$ cat config.mk
export PLATFORM = sky130hd
export DESIGN_NAME = uart_rx_port
export DESIGN_NICKNAME = d
export VERILOG_FILES = /design/src/rtl/uart_pkg.sv /design/src/rtl/rx_sync.sv /design/src/rtl/uart_rx_port.sv
export SDC_FILE = /design/constraint.sdc
export NUM_CORES = 1
export LEC_CHECK = 0
export BUFFER_PORTS_ARGS = -buffer_cell sky130_fd_sc_hd__buf_2
export CORE_MARGIN = 2
export CORE_UTILIZATION = 35
export DETAILED_ROUTE_END_ITERATION = 8
export GPL_TIMING_DRIVEN = 1
export PLACE_DENSITY_LB_ADDON = 0.2
export SYNTH_ARGS = -nofsm -noshare
export SYNTH_HDL_FRONTEND = slang
export SYNTH_SLANG_ARGS = --single-unit
$ cat constraint.sdc
create_clock -name clk -period 3.1 [get_ports clk]
set_clock_uncertainty 0.05 [all_clocks]
set_input_delay 0.155 -clock clk [delete_from_list [all_inputs] [get_ports clk]]
set_output_delay 0.155 -clock clk [all_outputs]
set_load 0.005 [all_outputs]
$ cat src/rtl/uart_pkg.sv
// Constants and state encoding shared by the UART receiver and transmitter.
package uart_pkg;

  localparam int CPB_W = 12;
  localparam logic [CPB_W-1:0] CPB_MIN  = 12'd4;
  localparam logic [CPB_W-1:0] CPB_9600 = 12'hD05;

  typedef enum logic [2:0] {
    ST_IDLE      = 3'd0,
    ST_START     = 3'd1,
    ST_DATA      = 3'd2,
    ST_STOP      = 3'd3,
    ST_WAIT_HIGH = 3'd4
  } rx_state_e;

endpackage

$ cat src/rtl/rx_sync.sv
// Multi-flop synchroniser for the asynchronous serial line; resets to the idle (high) level.
module rx_sync #(
  parameter int SYNC_STAGES = 2
) (
  input  logic clk,
  input  logic rst,
  input  logic d_i,
  output logic q_o
);

  logic [SYNC_STAGES-1:0] sync_q;

  always_ff @(posedge clk) begin
    if (rst) begin
      sync_q <= '1;
    end else begin
      sync_q <= {sync_q[SYNC_STAGES-2:0], d_i};
    end
  end

  assign q_o = sync_q[SYNC_STAGES-1];

endmodule

$ cat src/rtl/uart_rx_port.sv
// UART 8N1 receiver with per-frame latched bit time.
// Define UART_RX_FRAME_ERR_EN to add stop-bit checking and the o_RX_Err strobe.
module uart_rx_port
  import uart_pkg::*;
#(
  parameter int SYNC_STAGES = 2
) (
  input  logic             clk,
  input  logic             rst,
  input  logic [CPB_W-1:0] i_Clk_per_bit,
  input  logic             i_RX_Serial,
  output logic             o_RX_DV,
  output logic [7:0]       o_RX_Byte,
  output logic             o_RX_Active
`ifdef UART_RX_FRAME_ERR_EN
  ,
  output logic             o_RX_Err
`endif
);

  function automatic logic [CPB_W-1:0] clamp_cpb(input logic [CPB_W-1:0] cpb);
    return (cpb < CPB_MIN) ? CPB_MIN : cpb;
  endfunction

  logic             rx_s;
  rx_state_e        state_q, state_d;
  logic [CPB_W-1:0] cnt_q, cnt_d;
  logic [CPB_W-1:0] cpb_q, cpb_d;
  logic [2:0]       idx_q, idx_d;
  logic [7:0]       shift_q, shift_d;
  logic [7:0]       byte_q, byte_d;
  logic             dv_q, dv_d;
`ifdef UART_RX_FRAME_ERR_EN
  logic             err_q, err_d;
`endif

  rx_sync #(.SYNC_STAGES(SYNC_STAGES)) u_sync (
    .clk (clk),
    .rst (rst),
    .d_i (i_RX_Serial),
    .q_o (rx_s)
  );

  always_ff @(posedge clk) begin
    if (rst) begin
      state_q <= ST_IDLE;
      cnt_q   <= '0;
      cpb_q   <= CPB_9600;
      idx_q   <= '0;
      shift_q <= '0;
      byte_q  <= '0;
      dv_q    <= 1'b0;
`ifdef UART_RX_FRAME_ERR_EN
      err_q   <= 1'b0;
`endif
    end else begin
      state_q <= state_d;
      cnt_q   <= cnt_d;
      cpb_q   <= cpb_d;
      idx_q   <= idx_d;
      shift_q <= shift_d;
      byte_q  <= byte_d;
      dv_q    <= dv_d;
`ifdef UART_RX_FRAME_ERR_EN
      err_q   <= err_d;
`endif
    end
  end

  // Counter is cleared at every compare point, so it never exceeds cpb_q-1.
  always_comb begin
    state_d = state_q;
    cnt_d   = cnt_q;
    cpb_d   = cpb_q;
    idx_d   = idx_q;
    shift_d = shift_q;
    byte_d  = byte_q;
    dv_d    = 1'b0;
`ifdef UART_RX_FRAME_ERR_EN
    err_d   = 1'b0;
`endif
    case (state_q)
      ST_IDLE: begin
        cnt_d = '0;
        idx_d = '0;
        if (!rx_s) begin
          state_d = ST_START;
          cpb_d   = clamp_cpb(i_Clk_per_bit);
        end
      end
      ST_START: begin
        if (cnt_q == (cpb_q >> 1)) begin
          cnt_d   = '0;
          state_d = rx_s ? ST_IDLE : ST_DATA;
        end else begin
          cnt_d = cnt_q + 1'b1;
        end
      end
      ST_DATA: begin
        if (cnt_q == cpb_q - 1'b1) begin
          cnt_d          = '0;
          shift_d[idx_q] = rx_s;
          idx_d          = idx_q + 3'd1;
          if (idx_q == 3'd7) state_d = ST_STOP;
        end else begin
          cnt_d = cnt_q + 1'b1;
        end
      end
      ST_STOP: begin
        if (cnt_q == cpb_q - 1'b1) begin
          cnt_d = '0;
`ifdef UART_RX_FRAME_ERR_EN
          if (rx_s) begin
            byte_d  = shift_q;
            dv_d    = 1'b1;
            state_d = ST_IDLE;
          end else begin
            err_d   = 1'b1;
            state_d = ST_WAIT_HIGH;
          end
`else
          byte_d  = shift_q;
          dv_d    = 1'b1;
          state_d = rx_s ? ST_IDLE : ST_WAIT_HIGH;
`endif
        end else begin
          cnt_d = cnt_q + 1'b1;
        end
      end
      ST_WAIT_HIGH: begin
        if (rx_s) state_d = ST_IDLE;
      end
      default: state_d = ST_IDLE;
    endcase
  end

  always_comb begin
    o_RX_Active = (state_q != ST_IDLE);
    o_RX_DV     = dv_q;
    o_RX_Byte   = byte_q;
`ifdef UART_RX_FRAME_ERR_EN
    o_RX_Err    = err_q;
`endif
  end

endmodule

# [After elaboration in Yosys (flattened, before gate mapping)]
# Index checks and enable logic that the tools add are counted.
[word_totals] regBits=49 inputBits=15 out_inout_bits=10 wordCells=60
[op_classes] add_sub_neg=3 magnitude_cmp=3 eq_ne=13 muxes=19 bitwise=2 n_reduce_logical=12
[ops] cell="$mux 12" count=3
[ops] cell="$pmux 12 s3" count=1
[ops] cell="$mux 3" count=8
[ops] cell="$pmux 3 s5" count=1
[ops] cell="$add 12x1->12 const B" count=1
[ops] cell="$eq 12x11->1" count=1
[ops] cell="$eq 12x12->1" count=1
[ops] cell="$lt 12x3->1 const B" count=1
[ops] cell="$sub 12x1->12 const B" count=1
[ops] cell="$ne 2x2->1 const B" count=5
[ops] cell="$bwmux 8" count=1
[ops] cell="$reduce_and 2->1" count=4
[ops] cell="$eq 3x2->1 const B" count=2
[ops] cell="$eq 3x3->1 const B" count=2
[ops] cell="$pmux 3 s2" count=1
[ops] cell="$reduce_and 6->1" count=1
[ops] cell="$reduce_bool 3->1" count=2
[ops] cell="$lt 3x4->1 const B" count=1
[ops] cell="$reduce_or 2->1" count=2
[ops] cell="$add 3x1->3 const B" count=1
[ops] cell="$demux 1 s3" count=1
[ops] cell="$eq 3x1->1 const B" count=1
[ops] cell="$ge 3x1->1 const B" count=1
[ops] cell="$logic_not 3->1" count=1
[ops] cell="6 further kinds" count=8

# [Longest topological paths before layout]
# Gate-level depths: netlist (run 1).
[logic_depth] word_depth=5 ltp_mapped=11 ltp_nobuf=9

# [Cells and area by module]
# Synthesis (run 1) repeated with hierarchy kept, for this count alone.
[hier_totals] cells_unflattened=335 hier_area_um2=2776.4
[by_module_without_submodules] mod="uart_rx_port" instances=1 cells_per_inst=331 area_per_inst_um2=2723.9 seq_area_each_um2=940.9
[by_module_without_submodules] mod="rx_sync" instances=1 cells_per_inst=4 area_per_inst_um2=52.6 seq_area_each_um2=40.0

# [Worst setup path after synthesis (run 1)]
# OpenSTA, ideal clock, no wires.
[synth_path] kind="reg-to-reg" startpoint="reg cpb_q[2]" endpoint="reg idx_q[0]" setup_ns=0.121 arrival_ns=2.284 required_time_ns=2.929 slack_ns=0.644 stages_incl_launch_ff=10 path_buffers=2 period_less_slack_ns=2.456 cell_sequence="dfxtp_1 buf_6 or4_4 or3_1 nand3_1 a31oi_1 and4b_1 buf_6 and3_4 mux2_4"
[synth_between] elab_chain_len=4
[synth_lines] item="from (decl)" line_no="uart_rx_port.sv:28" source="logic [CPB_W-1:0] cpb_q, cpb_d;"
[synth_lines] item="from (signal assigned)" line_no="uart_rx_port.sv:59" source="cpb_q <= cpb_d;"
[synth_lines] item="$sub 12x1->12" line_no="uart_rx_port.sv:100" source="if (cnt_q == cpb_q - 1'b1) begin"
[synth_lines] item="$eq 12x12->1" line_no="uart_rx_port.sv:100"
[synth_lines] item="$ne 2x2->1 (no source line)"
[synth_lines] item="$reduce_and 2->1 (no source line)"
[synth_lines] item="to (signal assigned)" line_no="uart_rx_port.sv:60" source="idx_q <= idx_d;"
[synth_lines] item="to (decl)" line_no="uart_rx_port.sv:29" source="logic [2:0] idx_q, idx_d;"
# Every way passes these cells.
# A chain may end at the register's enable or synchronous reset.

# [Worst setup path after layout (run 1)]
[layout_path] startpoint="reg cpb_q[5]" endpoint="reg byte_q[2], in the netlist o_RX_Byte[2]"
[layout_between] elab_chain_len=3
[layout_lines] item="$sub 12x1->12" line_no="uart_rx_port.sv:110" source="if (cnt_q == cpb_q - 1'b1) begin"
[layout_lines] item="$eq 12x12->1" line_no="uart_rx_port.sv:110"
[layout_lines] item="$reduce_and 2->1 (no source line)"
[layout_lines] item="to (signal assigned)" line_no="uart_rx_port.sv:62" source="byte_q <= byte_d;"
[layout_lines] item="to (decl)" line_no="uart_rx_port.sv:31" source="logic [7:0] byte_q, byte_d;"
# Every way passes these cells.

==> out/qor.yml, run 1 <==
final_layout:
  final_common_cell: "dfxtp_1"
  regArea_um2: 981
  final_layout_size_suffix_gt1_frac: 0.161
  final_nets: 354
  final_cell_mix: "dfxtp_1 (49), nand2_1 (28), buf_2 (24)"
  fillerInstances: 857
  final_util: 0.382
  antenna_cells: 0
  multiInputGateArea_um2: 1700
  areaGrowthSynthToFinish_pct: 7.53
logic_synthesis:
  yosys.area_share.simple: 0.285
  synthCells: 323
  synth_xor_area_frac: 0.0870
  yosysSeqAreaShare: 0.341
  synthFlopType: "dfxtp_1"
  synth_edf_count: 0
  synth-async-reset-ratio: 0
  synth_nets: 342
  synthMuxAreaShare: 0.0788
  ys_types: 56
  synth_top_family_by_area: "simple AND/OR/NAND/NOR gates"
  synth_warnings: 0
  synth_area_per_cell_um2: 8.90
  ys_ff_latch: 49
  synth_area_um2: 2880
  synth-compound-area-share: 0.122
  synthAdderAreaFrac: 0.0174
place:
  portBuffers: 24
  place_ws_ns: 0.230
  dp_hpwl_mm: 4.42
  gp_congestion: 0.780
setup_path:
  critPathKind: "flop to flop"
  crit_fanout: 13
  cp_data_required_time_ns: 3.25
  start_kind: "flop"
  worstSetupEndpointType: "flop"
  critPathArrivalTime_ns: 3.08
timing:
  hold_slack_ns: 0.0247
  rsz0062_at_grt: "false"
  finalSetupViolations: 0
  hold_viol_final: 0
  slew_headroom: 0.504
  setup_tns_ns: 0
  tightestPinTransition_ns: 0.744
  fmax_mhz: 342
  min_period_ns: 2.93
  worst_slack_ns: 0.172
  slew_viol_final: 0
  fin_crit_sh: 0.945
floorplan:
  die_w_um: 94.6
  dieHeight_um: 94.6
  core_area_um2: 8090
  dieArea_um2: 8960
  initial_core_util: 0.355
  rows: 33
  ios: 25
global_routing:
  met2_usage: 0.248
  grt_pass1_vias: 2194
  antenna_found_initial: 0
  gr-usage-met3: 0.0271
  grt_pass1_wl_mm: 10.5
  grt-busiest-layer: "met2"
  grtUsageTotal: 0.146
  grt_use_met1: 0.191
  grt_max_degree: 49
  grt_overflow: 0
worst_hold_path:
  hp-class: "input port to flop"
route:
  first_pass_iters: 4
  vias: 2248
  antenna_left: 0
  drt_iter0_drc: 112
  drc: 0
  wl_per_cell_um: 13.9
  viasPerCell: 5.10
  routed_wl_mm: 6.13
cts:
  clockRootBuffer: "clkbuf_8"
  cts_buffers: 5
  clk_path_buf_depth: 2
  ctsHtreeMaxLevel: 2
  cts_sinks: 49
  path_clk_slew_ns: 0.09
  cts_tree: "yes"
  insertion_delay_ns: 0.31
run_status:
  status: "complete, no violations"
pwr:
  leakagePower_nw: 1.26
  max-vdd-ir-drop_mv: 0.183
  power_density_nw_per_um2: 367
  report.power.total_w: 0.00114
job:
  maxCapViolCount: 0
[repair_timing]
action,in CTS,in global routing
endpoints found under the hold margin,1,0
hold buffers,1,0
setup buffers,0,0
gates resized for setup,0,0
[worst max-delay path, stage by stage, from the launching register on]
cell and delay, ns:
dfxtp_1 0.39, or3_1 0.47, nor4_1 0.41, a31oi_1 0.17
a2111oi_4 0.32, and4b_1 0.40, buf_4 0.25, nand3_4 0.18
mux2i_1 0.17
[cells by family (layout without fill, tap and decap cells)]
logic type,count (synthesis),count (layout)
simple gates,140,140
flops,49,49
compound gates,46,46
buf+inv,35,48
xor+xnor,27,27
mux,22,22
fa+ha+maj,4,4
[state kept, by name, summed over array words and instances (netlist names)]
name           cells
u_sync.sync_q      2
cnt_q             12
o_RX_Byte          8
state_q            3
shift_q            8
idx_q              3
cpb_q             12
o_RX_DV            1
[power breakdown]
group,total [W],switching (W),internal (W)
registers,0.000660,0.0000210,0.000639
logic,0.0000963,0.0000526,0.0000437
clock network,0.000379,0.000220,0.000159
total,0.00114,0.000293,0.000842
[stage by stage]
stage / std cells / instance area [um^2]
6_report: 441 / 3090
5_1_grt: 441 / 3090
4_1_cts: 441 / 3090
3_5_place_dp: 432 / 2990
3_3_place_gp: 432 / 2990
2_1_floorplan: 323 / 2880
[per-layer routing]
metal,up-vias,part of all wire
li1,1167,-
met1,1039,0.48
met2,34,0.48
met3,8,0.026
met4,0,0.012
met5,-,0
[synthesized netlist by cell type, types with 2 or more instances]
master	instances	area [um^2]
a211oi_1	3	22.5
dfxtp_1	49	981
mux2i_1	20	200
o21ai_0	8	40.0
o211a_1	2	20.0
nand2_1	28	105
a21oi_1	10	50.1
nor2_1	12	45.0
xor2_1	19	166
nand3_1	19	95.1
nand4b_1	2	17.5
nor4_1	8	50.1
nor3_1	9	45.0
or2_2	2	12.5
nand4_1	5	31.3
clkbuf_1	14	52.6
or3_1	3	18.8
inv_1	12	45.0
a2111oi_2	4	60.1
a31oi_1	4	25.0
nand3b_1	8	60.1
ha_1	4	50.1
or2b_2	2	17.5
and3_4	2	22.5
o21ai_1	2	10.0
and3_1	8	50.1
a21o_1	2	15.0
buf_6	6	67.6
xnor2_1	7	61.3
o22ai_1	3	18.8
nand2b_1	21	131
[area by class of cell]
cell class | instances | area share
flip-flops and latches | 49 | 0.317
inverters | 13 | 0.0158
well taps | 105 | 0.0425
multi-input cells | 239 | 0.549
clock inverters | 2 | 0.00486
repair buffers | 27 | 0.0469
clock buffers | 6 | 0.0235
[path summary, 6_finish.rpt]
check,from,end,slack [ns],cells past startpoint
min,i_Clk_per_bit[10],cpb_q[10]$_SDFFE_PP1P_,0.02,3
max,cpb_q[5]$_SDFFE_PP0P_,o_RX_Byte[2]$_SDFFE_PP0P_,0.17,8
max reg2reg,cpb_q[5]$_SDFFE_PP0P_,o_RX_Byte[2]$_SDFFE_PP0P_,0.17,8
min reg2reg,u_sync.sync_q[0]$_SDFF_PP1_,u_sync.sync_q[1]$_SDFF_PP1_,0.37,1
No activity file was read; power rests on OpenSTA's default activity.
==> run 2, diff against run 1 <==
Settings changed: GPL_TIMING_DRIVEN 1 to 0.
==> run 2 against run 1 <==
Net effect: fmax increased by 6.6%; critical path depth unchanged; count of clock-buffer cells in the layout decreased by 1; design area increased by 4.9%; first-iteration DRC count decreased by 48%; core utilization increased by 1.9 points; setup slack improved by 0.18 ns; final cell count increased by 4.3%; sequential cell count unchanged; die area unchanged; non-clock buffer count increased by 20.
==> out/qor.yml, run 2 (synthesized netlist as in run 1, its figures left out) <==
run_status:
  status: "complete, no violations"
floorplan:
  dieArea_um2: 8960  # unchanged
  rows: 33  # unchanged
  core_area_um2: 8090  # unchanged
  dieHeight_um: 94.6  # unchanged
  initial_core_util: 0.355  # unchanged
  ios: 25  # unchanged
  die_w_um: 94.6  # unchanged
route:
  wl_per_cell_um: 13.8  # -0.44%
  viasPerCell: 5.07  # -0.59%
  first_pass_iters: 4  # unchanged
  routed_wl_mm: 6.36  # +3.9%
  antenna_left: 0  # unchanged
  vias: 2331  # +3.7%
  drc: 0  # unchanged
  drt_iter0_drc: 58  # -48%
setup_path:
  start_kind: "flop"
  critPathArrivalTime_ns: 2.90  # -0.18 ns
  worstSetupEndpointType: "flop"
  max_stage_delay_ns: 0.47  # about the same
  crit_family: "simple AND/OR/NAND/NOR gates"
  critPathKind: "flop to flop"
  crit_fanout: 9  # -4
  cp_cell_sequence: "or3_1 > nor4_1 > a31oi_1 > a2111oi_4 > and4b_1 > buf_6 > and3_4 > mux2_4"
  critPathBufInv: 1  # unchanged
  cp_data_required_time_ns: 3.25  # about the same
  cp_slowest_cell: "or3_1"
pwr:
  power_density_nw_per_um2: 380  # +3.3%
  leakagePower_nw: 1.33  # +5.7%
  max-vdd-ir-drop_mv: 0.188  # +2.6%
global_routing:
  grt_pass1_wl_mm: 11.1  # +5.3%
  grtUsageTotal: 0.155  # +0.00930
  grt_max_degree: 16  # -67%
  grt_overflow: 0  # unchanged
  grt_pass1_vias: 2218  # +1.1%
  antenna_found_initial: 0  # unchanged
timing:
  tightestPinTransition_ns: 0.655  # -0.0890 ns
  slew_headroom: 0.563  # +0.0593
  hold_viol_final: 0  # unchanged
  rsz0062_at_grt: "false"
  setup_tns_ns: 0  # unchanged
  hold_slack_ns: 0.0210  # -0.00368 ns
  finalSetupViolations: 0  # unchanged
  slew_viol_final: 0  # unchanged
  fmax_mhz: 364  # +6.6%
  fin_crit_sh: 0.886  # -0.0586
  min_period_ns: 2.75  # -0.182 ns
cts:
  path_clk_slew_ns: 0.10  # about the same
  cts_buffers: 5  # unchanged
  ctsHtreeMaxLevel: 2  # unchanged
  cts_tree: "yes"
  clockRootBuffer: "clkbuf_8"
  cts_sinks: 49  # unchanged
  clk_path_buf_depth: 2  # unchanged
  cts.repair.resized: 0  # unchanged
  insertion_delay_ns: 0.30  # about the same
final_layout:
  final_util: 0.401  # +0.0189
  final_common_cell: "dfxtp_1"
  final_layout_size_suffix_gt1_frac: 0.169  # +0.00830
  antenna_cells: 0  # unchanged
  final_nets: 374  # +5.6%
  areaGrowthSynthToFinish_pct: 12.8
  fillerInstances: 871  # +1.6%
  reg_top3: "cnt_q x12, cpb_q x12"
  final_cell_mix: "dfxtp_1 (49), nand2_1 (28), buf_2 (24)"
worst_hold_path:
  hp-class: "input port to flop"
place:
  portBuffers: 24  # unchanged
  gp_congestion: 0.764  # -2.0%
  dp_hpwl_mm: 4.73  # +7.1%
job:
  maxCapViolCount: 0  # unchanged
[run 2: cell count changes in the layout (fill, tap and decap cells not counted), sizes merged]
cell / change
clkbuf: +14
buf: +5
clkinvlp: -2
bufinv: +1
inv: +1
[run 2: worst reg2reg max path: cells and delay by family (launching register included)]
family / cells / cell delay [ns]
muxes: 1 / 0.30
and+or+nand+nor: 4 / 1.31
DFF: 1 / 0.38
AOI/OAI and AO/OA: 2 / 0.44
buffers and inverters: 1 / 0.17
[run 2: per-layer routing]
layer  wire (um)  global-route usage  up-vias  part of all wire
li1            -                   -     1201                 -
met1        3080               0.210     1101              0.48
met2        3050               0.257       22              0.48
met3         164              0.0263        7             0.026
met4          67              0.0362        0             0.011
met5           0                   0        -                 0
[run 2: per-stage QoR]
step | total power [W] | worst slack (ns) | cell area (um^2) | cells
floorplan | 0.000747 | 0.644 | 2880 | 323
global placement | 0.000780 | 0.400 | 3130 | 452
detailed placement | 0.000781 | 0.403 | 3130 | 452
CTS | 0.00124 | 0.382 | 3240 | 460
global route | 0.00129 | 0.271 | 3240 | 460
finish | 0.00123 | 0.354 | 3240 | 460
[run 2: what timing repair did]
action                    4_1_cts  5_1_grt
hold buffers                    1        0
hold endpoints to repair        1        0
buffers inserted                0        0
[run 2: power by group]
part	switching [W]	internal [W]
Clock	0.000226	0.000239
Combinational	0.0000644	0.0000509
Sequential	0.0000120	0.000639
[run 2: area by class of cell]
class,count,area [um^2],area share
timing repair buffer,25,130,0.0401
buffer,22,148,0.0455
sequential,49,981,0.302
tap,105,131,0.0405
multi-input combinational,239,1700,0.523
inverter,13,48.8,0.0150
clock inverter,2,38.8,0.0120
clock buffer,5,68.8,0.0212
[run 2: worst paths after layout]
kind	startpoint	slack (ns)	end	depth (start not counted)
worst max-delay path	cpb_q[5]$_SDFFE_PP0P_	0.35	idx_q[0]$_SDFFE_PP0P_	8
worst min-delay path	i_Clk_per_bit[0]	0.02	cpb_q[0]$_SDFFE_PP1P_	2
worst max register to register	cpb_q[5]$_SDFFE_PP0P_	0.35	idx_q[0]$_SDFFE_PP0P_	8
worst min register to register	u_sync.sync_q[0]$_SDFF_PP1_	0.37	u_sync.sync_q[1]$_SDFF_PP1_	1
